File: src/rtl/glyph_scan_driver.sv
// Raster timing generator for a 2-clk pixel rate, plus a bouncing glyph origin
// that moves once per frame and feeds downstream letter renderers.
module glyph_scan_driver #(
   parameter int H_VIS  = 640,
   parameter int H_FP   = 16,
   parameter int H_SYNC = 96,
   parameter int H_BP   = 48,
   parameter int V_VIS  = 480,
   parameter int V_FP   = 10,
   parameter int V_SYNC = 2,
   parameter int V_BP   = 33,
   parameter int GLYPH  = 40
) (
   input  logic       clk,
   input  logic       rst_n,
   input  logic       load,
   input  logic [9:0] x_init,
   input  logic [9:0] y_init,
   input  logic [3:0] vx,
   input  logic [3:0] vy,
   input  logic       move_en,
   input  logic       hide,
   output logic [9:0] x,
   output logic [9:0] y,
   output logic       hsync,
   output logic       vsync,
   output logic       video_on,
   output logic       pix_tick,
   output logic       frame_tick,
   output logic [9:0] x0,
   output logic [9:0] y0,
   output logic       en
);

   localparam logic [9:0] H_LAST   = 10'(H_VIS + H_FP + H_SYNC + H_BP - 1);
   localparam logic [9:0] V_LAST   = 10'(V_VIS + V_FP + V_SYNC + V_BP - 1);
   localparam logic [9:0] H_VIS_C  = 10'(H_VIS);
   localparam logic [9:0] V_VIS_C  = 10'(V_VIS);
   localparam logic [9:0] HS_FIRST = 10'(H_VIS + H_FP);
   localparam logic [9:0] HS_LAST  = 10'(H_VIS + H_FP + H_SYNC - 1);
   localparam logic [9:0] VS_FIRST = 10'(V_VIS + V_FP);
   localparam logic [9:0] VS_LAST  = 10'(V_VIS + V_FP + V_SYNC - 1);
   localparam logic [9:0] VIS_LAST_ROW = 10'(V_VIS - 1);
   localparam logic [9:0] X_LIM    = 10'(H_VIS - GLYPH);
   localparam logic [9:0] Y_LIM    = 10'(V_VIS - GLYPH);
   localparam logic signed [10:0] X_LIM_S = 11'(H_VIS - GLYPH);
   localparam logic signed [10:0] Y_LIM_S = 11'(V_VIS - GLYPH);

   logic             pix_q;
   logic [9:0]       x_q;
   logic [9:0]       y_q;
   logic [9:0]       x0_q;
   logic [9:0]       y0_q;
   logic signed [4:0] vxr;
   logic signed [4:0] vyr;
   logic             loaded;
   logic             en_q;

   always_ff @(posedge clk or negedge rst_n) begin
      if (!rst_n) begin
         pix_q <= 1'b0;
         x_q   <= '0;
         y_q   <= '0;
      end else begin
         pix_q <= ~pix_q;
         if (pix_q) begin
            if (x_q == H_LAST) begin
               x_q <= '0;
               y_q <= (y_q == V_LAST) ? 10'd0 : y_q + 10'd1;
            end else begin
               x_q <= x_q + 10'd1;
            end
         end
      end
   end

   // Sync and blanking decode straight off the counters so they never skew from x,y.
   assign x          = x_q;
   assign y          = y_q;
   assign pix_tick   = pix_q;
   assign hsync      = ~((x_q >= HS_FIRST) && (x_q <= HS_LAST));
   assign vsync      = ~((y_q >= VS_FIRST) && (y_q <= VS_LAST));
   assign video_on   = (x_q < H_VIS_C) && (y_q < V_VIS_C);
   assign frame_tick = pix_q && (x_q == H_LAST) && (y_q == VIS_LAST_ROW);

   logic signed [10:0] x_sum;
   logic signed [10:0] y_sum;
   logic [9:0]         x0_next;
   logic [9:0]         y0_next;
   logic signed [4:0]  vx_next;
   logic signed [4:0]  vy_next;

   // Bounce: clamp to the edge and reverse; 5-bit velocity makes -(-8) representable.
   always_comb begin
      x_sum   = $signed({1'b0, x0_q}) + {{6{vxr[4]}}, vxr};
      y_sum   = $signed({1'b0, y0_q}) + {{6{vyr[4]}}, vyr};
      x0_next = x_sum[9:0];
      y0_next = y_sum[9:0];
      vx_next = vxr;
      vy_next = vyr;
      if (x_sum < 11'sd0) begin
         x0_next = '0;
         vx_next = -vxr;
      end else if (x_sum > X_LIM_S) begin
         x0_next = X_LIM;
         vx_next = -vxr;
      end
      if (y_sum < 11'sd0) begin
         y0_next = '0;
         vy_next = -vyr;
      end else if (y_sum > Y_LIM_S) begin
         y0_next = Y_LIM;
         vy_next = -vyr;
      end
   end

   always_ff @(posedge clk or negedge rst_n) begin
      if (!rst_n) begin
         x0_q   <= '0;
         y0_q   <= '0;
         vxr    <= '0;
         vyr    <= '0;
         loaded <= 1'b0;
         en_q   <= 1'b0;
      end else begin
         en_q <= loaded & ~hide;
         if (load) begin
            x0_q   <= (x_init > X_LIM) ? X_LIM : x_init;
            y0_q   <= (y_init > Y_LIM) ? Y_LIM : y_init;
            vxr    <= {vx[3], vx};
            vyr    <= {vy[3], vy};
            loaded <= 1'b1;
         end else if (frame_tick && move_en) begin
            x0_q <= x0_next;
            y0_q <= y0_next;
            vxr  <= vx_next;
            vyr  <= vy_next;
         end
      end
   end

   assign x0 = x0_q;
   assign y0 = y0_q;
   assign en = en_q;

endmodule

File: config.mk
export PLATFORM = sky130hd
export DESIGN_NAME = glyph_scan_driver
export DESIGN_NICKNAME = d
export VERILOG_FILES = /design/src/rtl/glyph_scan_driver.sv
export SDC_FILE = /design/constraint.sdc
export NUM_CORES = 1
export LEC_CHECK = 0
export CELL_PAD_IN_SITES_DETAIL_PLACEMENT = 0
export CELL_PAD_IN_SITES_GLOBAL_PLACEMENT = 1
export CORE_MARGIN = 2
export CORE_UTILIZATION = 35
export CTS_BUF_LIST = sky130_fd_sc_hd__clkbuf_16
export DETAILED_ROUTE_END_ITERATION = 10
export GPL_TIMING_DRIVEN = 0
export PLACE_DENSITY = 0.83
export SYNTH_ARGS = -nofsm -noshare
export SYNTH_HDL_FRONTEND = slang
export SYNTH_SLANG_ARGS = --single-unit
File: constraint.sdc
create_clock -name clk -period 3 [get_ports clk]
set_input_delay 0.3 -clock clk [delete_from_list [all_inputs] [get_ports clk]]
set_output_delay 0.3 -clock clk [all_outputs]
set_load 0.02 [all_outputs]
==> results of run 1 <==
## registers in the layout, indices dropped and copies added, names as in the netlist
register  flops
pix_tick      1
vyr           5
y0           10
loaded        1
vxr           5
y            10
x            10
x0           10
en            1
## how the worst min path moves through the flow
stage,end,slack (ns),depth (start not counted)
final,x[5]$_DFFE_PN0P_,-0.005,1
after global routing,x[5]$_DFFE_PN0P_,0.04,1
after CTS,x[5]$_DFFE_PN0P_,0.01,1
after detailed placement,x[5]$_DFFE_PN0P_,0.33,1
after global placement,loaded$_DFFE_PN0P_,0.44,1
after floorplan,en$_DFF_PN0_,0.004,0
## logic make-up (layout without fill, tap and decap cells)
logic type / after synthesis / after routing
DFF: 53 / 53
buffers and inverters: 33 / 133
xor gates and xnor gates: 25 / 25
and+or+nand+nor: 174 / 174
adders and majority gates: 29 / 29
muxes: 6 / 6
AOI/OAI and AO/OA: 118 / 118
## synth_stat cells (3+ instances only)
library cell and n:
dfrtp_1 53, nor2_1 44, nand2_1 39, ha_1 27, o21ai_0 26, inv_1 25, a21oi_1 19, nor3_1 16
xnor2_1 15, a22oi_1 12, nand3_1 11, nand2b_1 10, xor2_1 10, nor2b_1 8, and3_1 7, o211ai_1 7
o21a_1 6, o21ai_1 6, a21o_1 5, and2_1 5, clkbuf_1 5, nand4_1 5, nor4_1 4, or2_2 4
a211oi_1 3, a21boi_1 3, mux2_2 3, mux2i_1 3, o311a_1 3, o31ai_1 3, or3_1 3
## layer usage
layer | track usage [%] | share of wire, % | up-vias
li1 | - | - | 1791
met1 | 24.2 | 44 | 1712
met2 | 29.9 | 47 | 108
met3 | 4.90 | 7.2 | 18
met4 | 5.77 | 2.0 | 0
met5 | 0 | 0 | -
## critical path: cells and delay by family (launching register included)
kind	cells	cell delay [ns]
buf+inv	1	0.05
flops	1	0.39
xor+xnor	1	0.19
fa+ha+maj	2	0.41
simple gates	3	0.67
compound gates	4	1.21
## per-stage QoR
| step | cell area, um2 | cells |
|---|---|---|
| after floorplan | 3860 | 438 |
| after global placement | 4810 | 656 |
| after detailed placement | 4830 | 657 |
| after CTS | 5090 | 673 |
| after global routing | 5140 | 678 |
| final | 5140 | 678 |
## where the power goes
part           total [W]  internal [W]  switching [W]  leakage (nW)
sequential      0.000820      0.000761      0.0000586         0.660
combinational   0.000970      0.000441       0.000529          1.39
clock           0.000659      0.000391       0.000267        0.0775
## repair_timing
item	in CTS	in global routing
endpoints found under the setup margin	6	19
buffers inserted	8	5
pin swaps	7	7
resized for setup	7	5
## cell type report
type,instances,share of cell area (%)
buffer,8,0.779
multi-input combinational,352,47.6
tap,140,3.41
clock inverter,3,0.803
clock buffer,5,2.43
sequential,53,25.8
timing repair buffer,92,17.4
inverter,25,1.82
==> flow_summary.json, run 1 <==
{
  "hold_viol": 2,
  "fmax_mhz": 329,
  "r2r_end": "vxr[3]$_DFFE_PN0P_",
  "wl_per_cell_um": 15.8,
  "vias_per_cell": 5.35,
  "synth_area_um2": 3860,
  "worstPathArrival_ns": 3.22,
  "final_cell_mix": "77 x clkdlybuf4s50_1, 53 x dfrtp_1, 43 x nor2_1",
  "cp-end-kind": "register",
  "netlist_instances": 438,
  "regArea_um2": 1330,
  "setup_ws_ns": -0.0437,
  "crit_chain": "ha_2 -> inv_2 -> fa_2 -> nor2b_2 -> o311a_1 -> o31a_1 -> xor2_1 -> a21bo_2 -> a31o_4 -> or4b_1 -> and4_1",
  "clock-sinks": 53,
  "cap_violations": 0,
  "gr-total-overflow": 0,
  "vdd_ir_drop_max_v": 0.000250,
  "rows": 38,
  "finalNetCount": 599,
  "cts.clk_slew.worst_paths_ns": 0.07,
  "synth.mux.area_fraction_pct": 1.65,
  "antenna_found_initial": 0,
  "clock_skew_ns": 0.00629,
  "min_period_ns": 3.04,
  "syn_nets": 500,
  "routed_wl_um": 10700,
  "violations": "hold timing, setup timing",
  "netlist_top_cells_area": "dfrtp_1 34%, ha_1 8.8%, nor2_1 4.3%",
  "htree_num_levels": 2,
  "crit_slowest_cell": "or4b_1",
  "yosysSeqAreaShare_pct": 34.4,
  "num-fill-cells": 1071,
  "fin_crit_sh_pct": 101,
  "total_power_w": 0.00245,
  "leakage_nw": 2.13,
  "slew_headroom_pct": 47.8,
  "crit_fanout": 3,
  "synth_compound_area_share_pct": 21.2,
  "antenna_cells": 0,
  "slew_viol_final": 0,
  "startpoint": "x0[0]$_DFFE_PN0N_",
  "dp.final_hpwl_um": 8210,
  "synth_edf_count": 0,
  "ys_ff_latch": 53,
  "core-area_um2": 10800,
  "start_util_pct": 35.8,
  "cts_hold_buf": 0,
  "clk_latency_ns": 0.29,
  "worst_pin_slew_ns": 0.776,
  "p_per_area_nw_per_um2": 476,
  "drc": 0,
  "hold_slack_ns": -0.00462,
  "reg2reg_depth": 11,
  "die_h_um": 109,
  "numCtsBuffers": 5,
  "hold_class": "in -> async",
  "tns_ns": -0.0437,
  "slowest_delay_ns": 0.46,
  "ys_warn_count": 0,
  "synth_area_leader_cell": "dfrtp_1",
  "die-area_um2": 11900,
  "synth_flop_cell": "dfrtp_1",
  "status": "finished with violations",
  "synth_xor_area_share_pct": 5.67,
  "vias": 3629,
  "crit_end": "vxr[3]$_DFFE_PN0P_",
  "drive_above_1_share_pct": 9.67,
  "cts_root_buf": "clkbuf_16",
  "cp-start-kind": "register",
  "synth_top_family_by_area": "simple AND/OR/NAND/NOR gates",
  "clk_path_buf_depth": 2,
  "final_common_cell": "clkdlybuf4s50_1",
  "grt_pass1_wl_um": 17400,
  "synth_area_per_cell_um2": 8.81,
  "async_reset_ff_share_pct": 100,
  "io_buffers": 78,
  "synth_top_cell_area_share_pct": 34.4,
  "grt_max_degree": 32,
  "synth_adder_area_share_pct": 9.79,
  "yosysUniqueCellTypes": 69,
  "io_pins": 79,
  "cts_tree": "done",
  "required_ns": 3.18,
  "synthSimpleGateAreaFrac_pct": 23.8,
  "die-width_um": 109,
  "track_usage_pct": 18.5,
  "path_class": "reg -> reg",
  "antenna_left": 0,
  "drt_iter0_drc": 131,
  "drt_pass1_iterations": 5,
  "grt_pass1_vias": 3582,
  "area_growth_pct": 33.3,
  "post-route-util_pct": 47.6,
  "regToRegSetupSlack_ns": -0.04,
  "rsz0062_at_grt": "yes",
  "post-place-ws_ns": -0.0813,
  "multi_input_area_um2": 2450,
  "timing.rr.start": "x0[0]$_DFFE_PN0N_",
  "setup_viol": 1,
  "gp_congestion": 0.894
}
(Power assumes the default switching activity.)
==> run 2: changes to the inputs <==
--- a/config.mk
+++ b/config.mk
@@ -10,8 +10,10 @@
 export CORE_MARGIN = 2
 export CORE_UTILIZATION = 35
 export CTS_BUF_LIST = sky130_fd_sc_hd__clkbuf_16
+export CTS_CLUSTER_DIAMETER = 120
 export DETAILED_ROUTE_END_ITERATION = 10
 export GPL_TIMING_DRIVEN = 0
+export HOLD_SLACK_MARGIN = 0.02
 export PLACE_DENSITY = 0.83
 export SYNTH_ARGS = -nofsm -noshare
 export SYNTH_HDL_FRONTEND = slang
==> run 2 against run 1 <==
Non-clock buffer count up 1; sequential share of layout area shrank 0.050 points; critical path depth did not move; combinational power about the same; count of clock-buffer cells in the layout stayed put; die area unchanged; power barely moved; fmax about the same; routed wire length is essentially flat; the run ends with setup timing left; cell count increased by 0.15%; critical endpoint unchanged; global-route usage about the same.
==> flow_summary.json, run 2 (synthesized netlist as in run 1, its figures left out) <==
{
  "crit_fanout": 3,
  "vias_per_cell": 5.35,
  "core-area_um2": 10800,
  "post-place-ws_ns": -0.0813,
  "slew_viol_final": 0,
  "fin_cells": 679,
  "p_per_area_nw_per_um2": 475,
  "routed_wl_um": 10700,
  "numCtsBuffers": 5,
  "antenna_found_initial": 0,
  "clock-sinks": 53,
  "slew_headroom_pct": 47.8,
  "fmax_mhz": 329,
  "leakage_nw": 2.13,
  "wl_per_cell_um": 15.8,
  "io_buffers": 78,
  "drt_iter0_drc": 129,
  "top_usage_layer": "met2",
  "final_common_cell": "clkdlybuf4s50_1",
  "required_ns": 3.18,
  "placed_cell_area_um2": 4830,
  "grt_max_degree": 32,
  "worstPathArrival_ns": 3.22,
  "cts.clk_slew.worst_paths_ns": 0.07,
  "gr-total-overflow": 0,
  "cap_violations": 0,
  "fin_crit_sh_pct": 101,
  "cts_root_buf": "clkbuf_16",
  "antenna_cells": 0,
  "whs_path_depth": 1,
  "track_usage_pct": 18.5,
  "finalInstanceArea_um2": 5150,
  "cp-start-kind": "register",
  "die-width_um": 109,
  "setup_ws_ns": -0.0438,
  "grt_pass1_vias": 3594,
  "hold_viol": 0,
  "final_cell_mix": "77 x clkdlybuf4s50_1, 53 x dfrtp_1, 43 x nor2_1",
  "setup_viol": 1,
  "start_util_pct": 35.8,
  "dp.final_hpwl_um": 8210,
  "status": "finished with violations",
  "cp-end-kind": "register",
  "antenna_left": 0,
  "num-fill-cells": 1070,
  "area_growth_pct": 33.5,
  "violations": "setup timing",
  "min_period_ns": 3.04,
  "path_class": "reg -> reg",
  "vdd_ir_drop_max_v": 0.000250,
  "drt_pass1_iterations": 4,
  "post-route-util_pct": 47.7,
  "die_h_um": 109,
  "grt_pass1_wl_um": 17400,
  "finalNetCount": 600,
  "drive_above_1_share_pct": 9.65,
  "hold_class": "reg -> reg",
  "htree_num_levels": 2,
  "gp_congestion": 0.894,
  "io_pins": 79,
  "use_met2_pct": 29.9,
  "reg2reg_depth": 11,
  "vias": 3632,
  "rsz0062_at_grt": "yes",
  "drc": 0,
  "placedCellCount": 657,
  "clk_latency_ns": 0.29,
  "worst_pin_slew_ns": 0.776,
  "rows": 38,
  "clk_path_buf_depth": 2,
  "clock_skew_ns": 0.00626,
  "die-area_um2": 11900,
  "global_route.usage.met3_pct": 4.90,
  "cts_tree": "done",
  "grtUsageMet1_pct": 24.2
}
==> run 2: changes by cell type in the layout (fill, tap and decap cells not counted), sizes merged <==
| cell | before | now |
|---|---|---|
| dlygate4sd3 | 0 | 1 |
==> run 2: final cells by class <==
| type | count | area [um2] | area share, % |
|---|---|---|---|
| tap | 140 | 175 | 3.40 |
| multi-input combinational | 352 | 2450 | 47.5 |
| buffer | 8 | 40.0 | 0.777 |
| clock buffer | 5 | 125 | 2.43 |
| sequential | 53 | 1330 | 25.7 |
| timing repair buffer | 93 | 903 | 17.5 |
| clock inverter | 3 | 41.3 | 0.801 |
| inverter | 25 | 93.8 | 1.82 |
==> run 2: through the flow <==
stage,hold slack [ns],total power [W],setup TNS (ns)
after CTS,0.471,0.00243,-0.0743
after detailed placement,0.327,0.00173,-0.206
after floorplan,0.00441,0.00145,0
after global placement,0.441,0.00171,-7.43
final,0.460,0.00245,-0.0438
after global routing,0.483,0.00261,-0.481
==> run 2: worst max-delay path: stages (launching register included) <==
cell     delay [ns]
dfrtp_1        0.39
ha_2           0.20
inv_2          0.05
fa_2           0.21
nor2b_2        0.05
o311a_1        0.41
o31a_1         0.29
xor2_1         0.19
a21bo_2        0.27
a31o_4         0.24
or4b_1         0.45
and4_1         0.16
==> run 2: timing repair <==
item,4_1_cts,5_1_grt
gates resized for setup,7,5
hold endpoints to repair,2,0
pin swaps,7,7
endpoints found under the setup margin,6,19
buffers inserted,8,5
hold buffers,1,0
==> run 2: worst paths after layout <==
kind                                         start                  to  slack (ns)
worst max-delay path             x0[0]$_DFFE_PN0N_  vxr[3]$_DFFE_PN0P_       -0.04
worst min-delay path            loaded$_DFFE_PN0P_  loaded$_DFFE_PN0P_        0.46
worst max register to register   x0[0]$_DFFE_PN0N_  vxr[3]$_DFFE_PN0P_       -0.04
worst min register to register  loaded$_DFFE_PN0P_  loaded$_DFFE_PN0P_        0.46
max in group asynchronous                    rst_n   x0[9]$_DFFE_PN0N_        1.90
min in group asynchronous                    rst_n    x[5]$_DFFE_PN0P_        0.53
==> run 2: routing by layer <==
layer / part of all wire (%) / wire (um)
met1: 44 / 4740
met2: 46 / 4980
met3: 7.1 / 765
met4: 2.1 / 229
met5: 0 / 0
==> run 2: where the power goes <==
| group | switching [W] | internal, W |
|---|---|---|
| clock network | 0.000267 | 0.000391 |
| logic | 0.000529 | 0.000442 |
| registers | 0.0000585 | 0.000761 |
| total | 0.000855 | 0.00159 |
==> run 3: changes to the inputs <==
--- a/config.mk
+++ b/config.mk
@@ -5,7 +5,7 @@
 export SDC_FILE = /design/constraint.sdc
 export NUM_CORES = 1
 export LEC_CHECK = 0
-export CELL_PAD_IN_SITES_DETAIL_PLACEMENT = 0
+export CELL_PAD_IN_SITES_DETAIL_PLACEMENT = 1
 export CELL_PAD_IN_SITES_GLOBAL_PLACEMENT = 1
 export CORE_MARGIN = 2
 export CORE_UTILIZATION = 35
==> constraint.sdc (replaced) <==
create_clock -name clk -period 2.73 [get_ports clk]
set_input_delay 0.273 -clock clk [delete_from_list [all_inputs] [get_ports clk]]
set_output_delay 0.273 -clock clk [all_outputs]
set_load 0.02 [all_outputs]
==> run 3 against run 2 <==
Largest power group unchanged; worst setup slack worse by 0.19 ns; via count is 5.0% higher; clock power is 12% higher; routed wire length is 18% higher; fmax is 2.8% higher; critical endpoint unchanged; die area stayed put; combinational power is 31% higher; the run still ends with setup timing left.
==> flow_summary.json, run 3 (synthesized netlist as in run 1, its figures left out) <==
{
  "status": "finished with violations",
  "violations": "setup timing",
  "htree_num_levels": 2,
  "global_route.usage.met3_pct": 4.24,
  "rows": 38,
  "p_per_area_nw_per_um2": 545,
  "num-fill-cells": 1252,
  "io_pins": 79,
  "rsz0062_at_grt": "yes",
  "vias": 3812,
  "placed_cell_area_um2": 4860,
  "antenna_left": 0,
  "antenna_found_initial": 0,
  "leakage_nw": 2.22,
  "gr-total-overflow": 0,
  "clk_latency_ns": 0.30,
  "area_growth_pct": 38.8,
  "drt_iter0_drc": 110,
  "cp-end-kind": "register",
  "cts.clk_slew.worst_paths_ns": 0.07,
  "vias_per_cell": 5.56,
  "io_buffers": 78,
  "die-width_um": 109,
  "cts_tree": "done",
  "crit_slowest_cell": "or4b_1",
  "die-area_um2": 11900,
  "clock_skew_ns": 0.00499,
  "vdd_ir_drop_max_v": 0.000332,
  "clk_path_buf_depth": 2,
  "cp_top_family": "compound AO/OA/AOI/OAI gates",
  "fmax_mhz": 338,
  "required_ns": 2.92,
  "slew_headroom_pct": 44.3,
  "drc": 0,
  "crit_chain": "ha_4 -> inv_2 -> fa_2 -> nor2b_2 -> o311a_4 -> o31a_1 -> xor2_1 -> a21bo_2 -> a31o_4 -> or4b_1 -> and4_1",
  "cts_root_buf": "clkbuf_16",
  "finalInstanceArea_um2": 5360,
  "grt_pass1_vias": 3920,
  "antenna_cells": 0,
  "use_met2_pct": 38.0,
  "crit_buf_inv": 1,
  "final_cell_mix": "76 x clkdlybuf4s50_1, 50 x dfrtp_1, 43 x nor2_1",
  "gp_congestion": 0.829,
  "path_class": "reg -> reg",
  "final_common_cell": "clkdlybuf4s50_1",
  "drive_above_1_share_pct": 15.2,
  "core-area_um2": 10800,
  "top_usage_layer": "met2",
  "numCtsBuffers": 5,
  "cp-start-kind": "register",
  "hold_viol": 0,
  "worstPathArrival_ns": 3.15,
  "slew_viol_final": 0,
  "routed_wl_um": 12700,
  "drt_pass1_iterations": 5,
  "finalNetCount": 606,
  "grt_max_degree": 32,
  "dp.final_hpwl_um": 9190,
  "clock-sinks": 53,
  "crit_fanout": 3,
  "setup_viol": 15,
  "grt_pass1_wl_um": 19500,
  "hold_class": "reg -> reg",
  "cap_violations": 0,
  "grtUsageMet1_pct": 25.5,
  "slowest_delay_ns": 0.45,
  "start_util_pct": 35.8,
  "total_power_w": 0.00292,
  "wl_per_cell_um": 18.5,
  "die_h_um": 109,
  "worst_pin_slew_ns": 0.827,
  "track_usage_pct": 21.0,
  "min_period_ns": 2.96,
  "setup_ws_ns": -0.231,
  "fin_crit_sh_pct": 108
}
## run 3: cell count changes in the layout (fill, tap and decap cells not counted), moves of 2 or more
cell,before,now
a21oi_1,19,16
a21oi_2,0,2
buf_4,15,18
buf_6,0,3
dfrtp_1,53,50
dfrtp_2,0,3
nand3_1,11,9
nand3_2,1,3
o21ai_0,26,20
o21ai_1,6,10
o21ai_2,1,3
o31ai_1,3,1
## run 3: what timing repair did
action / 4_1_cts / 5_1_grt
resized for setup: 9 / 40
pin swaps: 9 / 23
gates cloned: 0 / 1
hold buffers: 1 / 0
endpoints found under the setup margin: 22 / 28
buffers inserted: 10 / 8
hold endpoints to repair: 22 / 0
## run 3: area by class of cell
cell class	instances	area [um2]	area share (%)
multi-input cells	352	2590	48.4
flip-flops and latches	53	1330	24.8
repair buffers	99	962	18.0
well taps	140	175	3.27
clock buffers	5	125	2.34
inverters	25	93.8	1.75
plain buffers	8	40.0	0.747
clock inverters	3	38.8	0.724
## run 3: metal layers
metal | vias up | part of all wire (%) | routed length (um)
li1 | 1812 | - | -
met1 | 1904 | 42 | 5350
met2 | 82 | 52 | 6590
met3 | 14 | 4.5 | 569
met4 | 0 | 1.4 | 178
met5 | - | 0 | 0
## run 3: per-stage QoR
step	setup WS [ns]	util, %	setup TNS [ns]	hold WS [ns]	instances
2_1_floorplan	-0.179	-	-0.179	-0.0226	438
3_3_place_gp	-0.561	44.9	-22.08	0.449	656
3_5_place_dp	-0.416	45.0	-4.06	0.309	657
4_1_cts	-0.328	47.6	-2.16	0.480	676
5_1_grt	-0.350	49.6	-4.16	0.506	685
6_report	-0.231	49.6	-1.76	0.483	685
## run 3: report_power, final
group / internal (W) / total, W / switching [W]
clock: 0.000429 / 0.000738 / 0.000309
combinational: 0.000571 / 0.00127 / 0.000696
sequential: 0.000837 / 0.000911 / 0.0000743
total: 0.00184 / 0.00292 / 0.00108
## run 3: path summary, 6_finish.rpt
| kind | start | endpoint | slack (ns) | cells after the start |
|---|---|---|---|---|
| worst max-delay path | vxr[0]$_DFFE_PN0P_ | vxr[3]$_DFFE_PN0P_ | -0.23 | 11 |
| worst min-delay path | loaded$_DFFE_PN0P_ | loaded$_DFFE_PN0P_ | 0.48 | 1 |
| worst max register to register | vxr[0]$_DFFE_PN0P_ | vxr[3]$_DFFE_PN0P_ | -0.23 | 11 |
| worst min register to register | loaded$_DFFE_PN0P_ | loaded$_DFFE_PN0P_ | 0.48 | 1 |
| max in group asynchronous | rst_n | vxr[4]$_DFFE_PN0P_ | 1.64 | 3 |
| min in group asynchronous | rst_n | x[5]$_DFFE_PN0P_ | 0.50 | 2 |
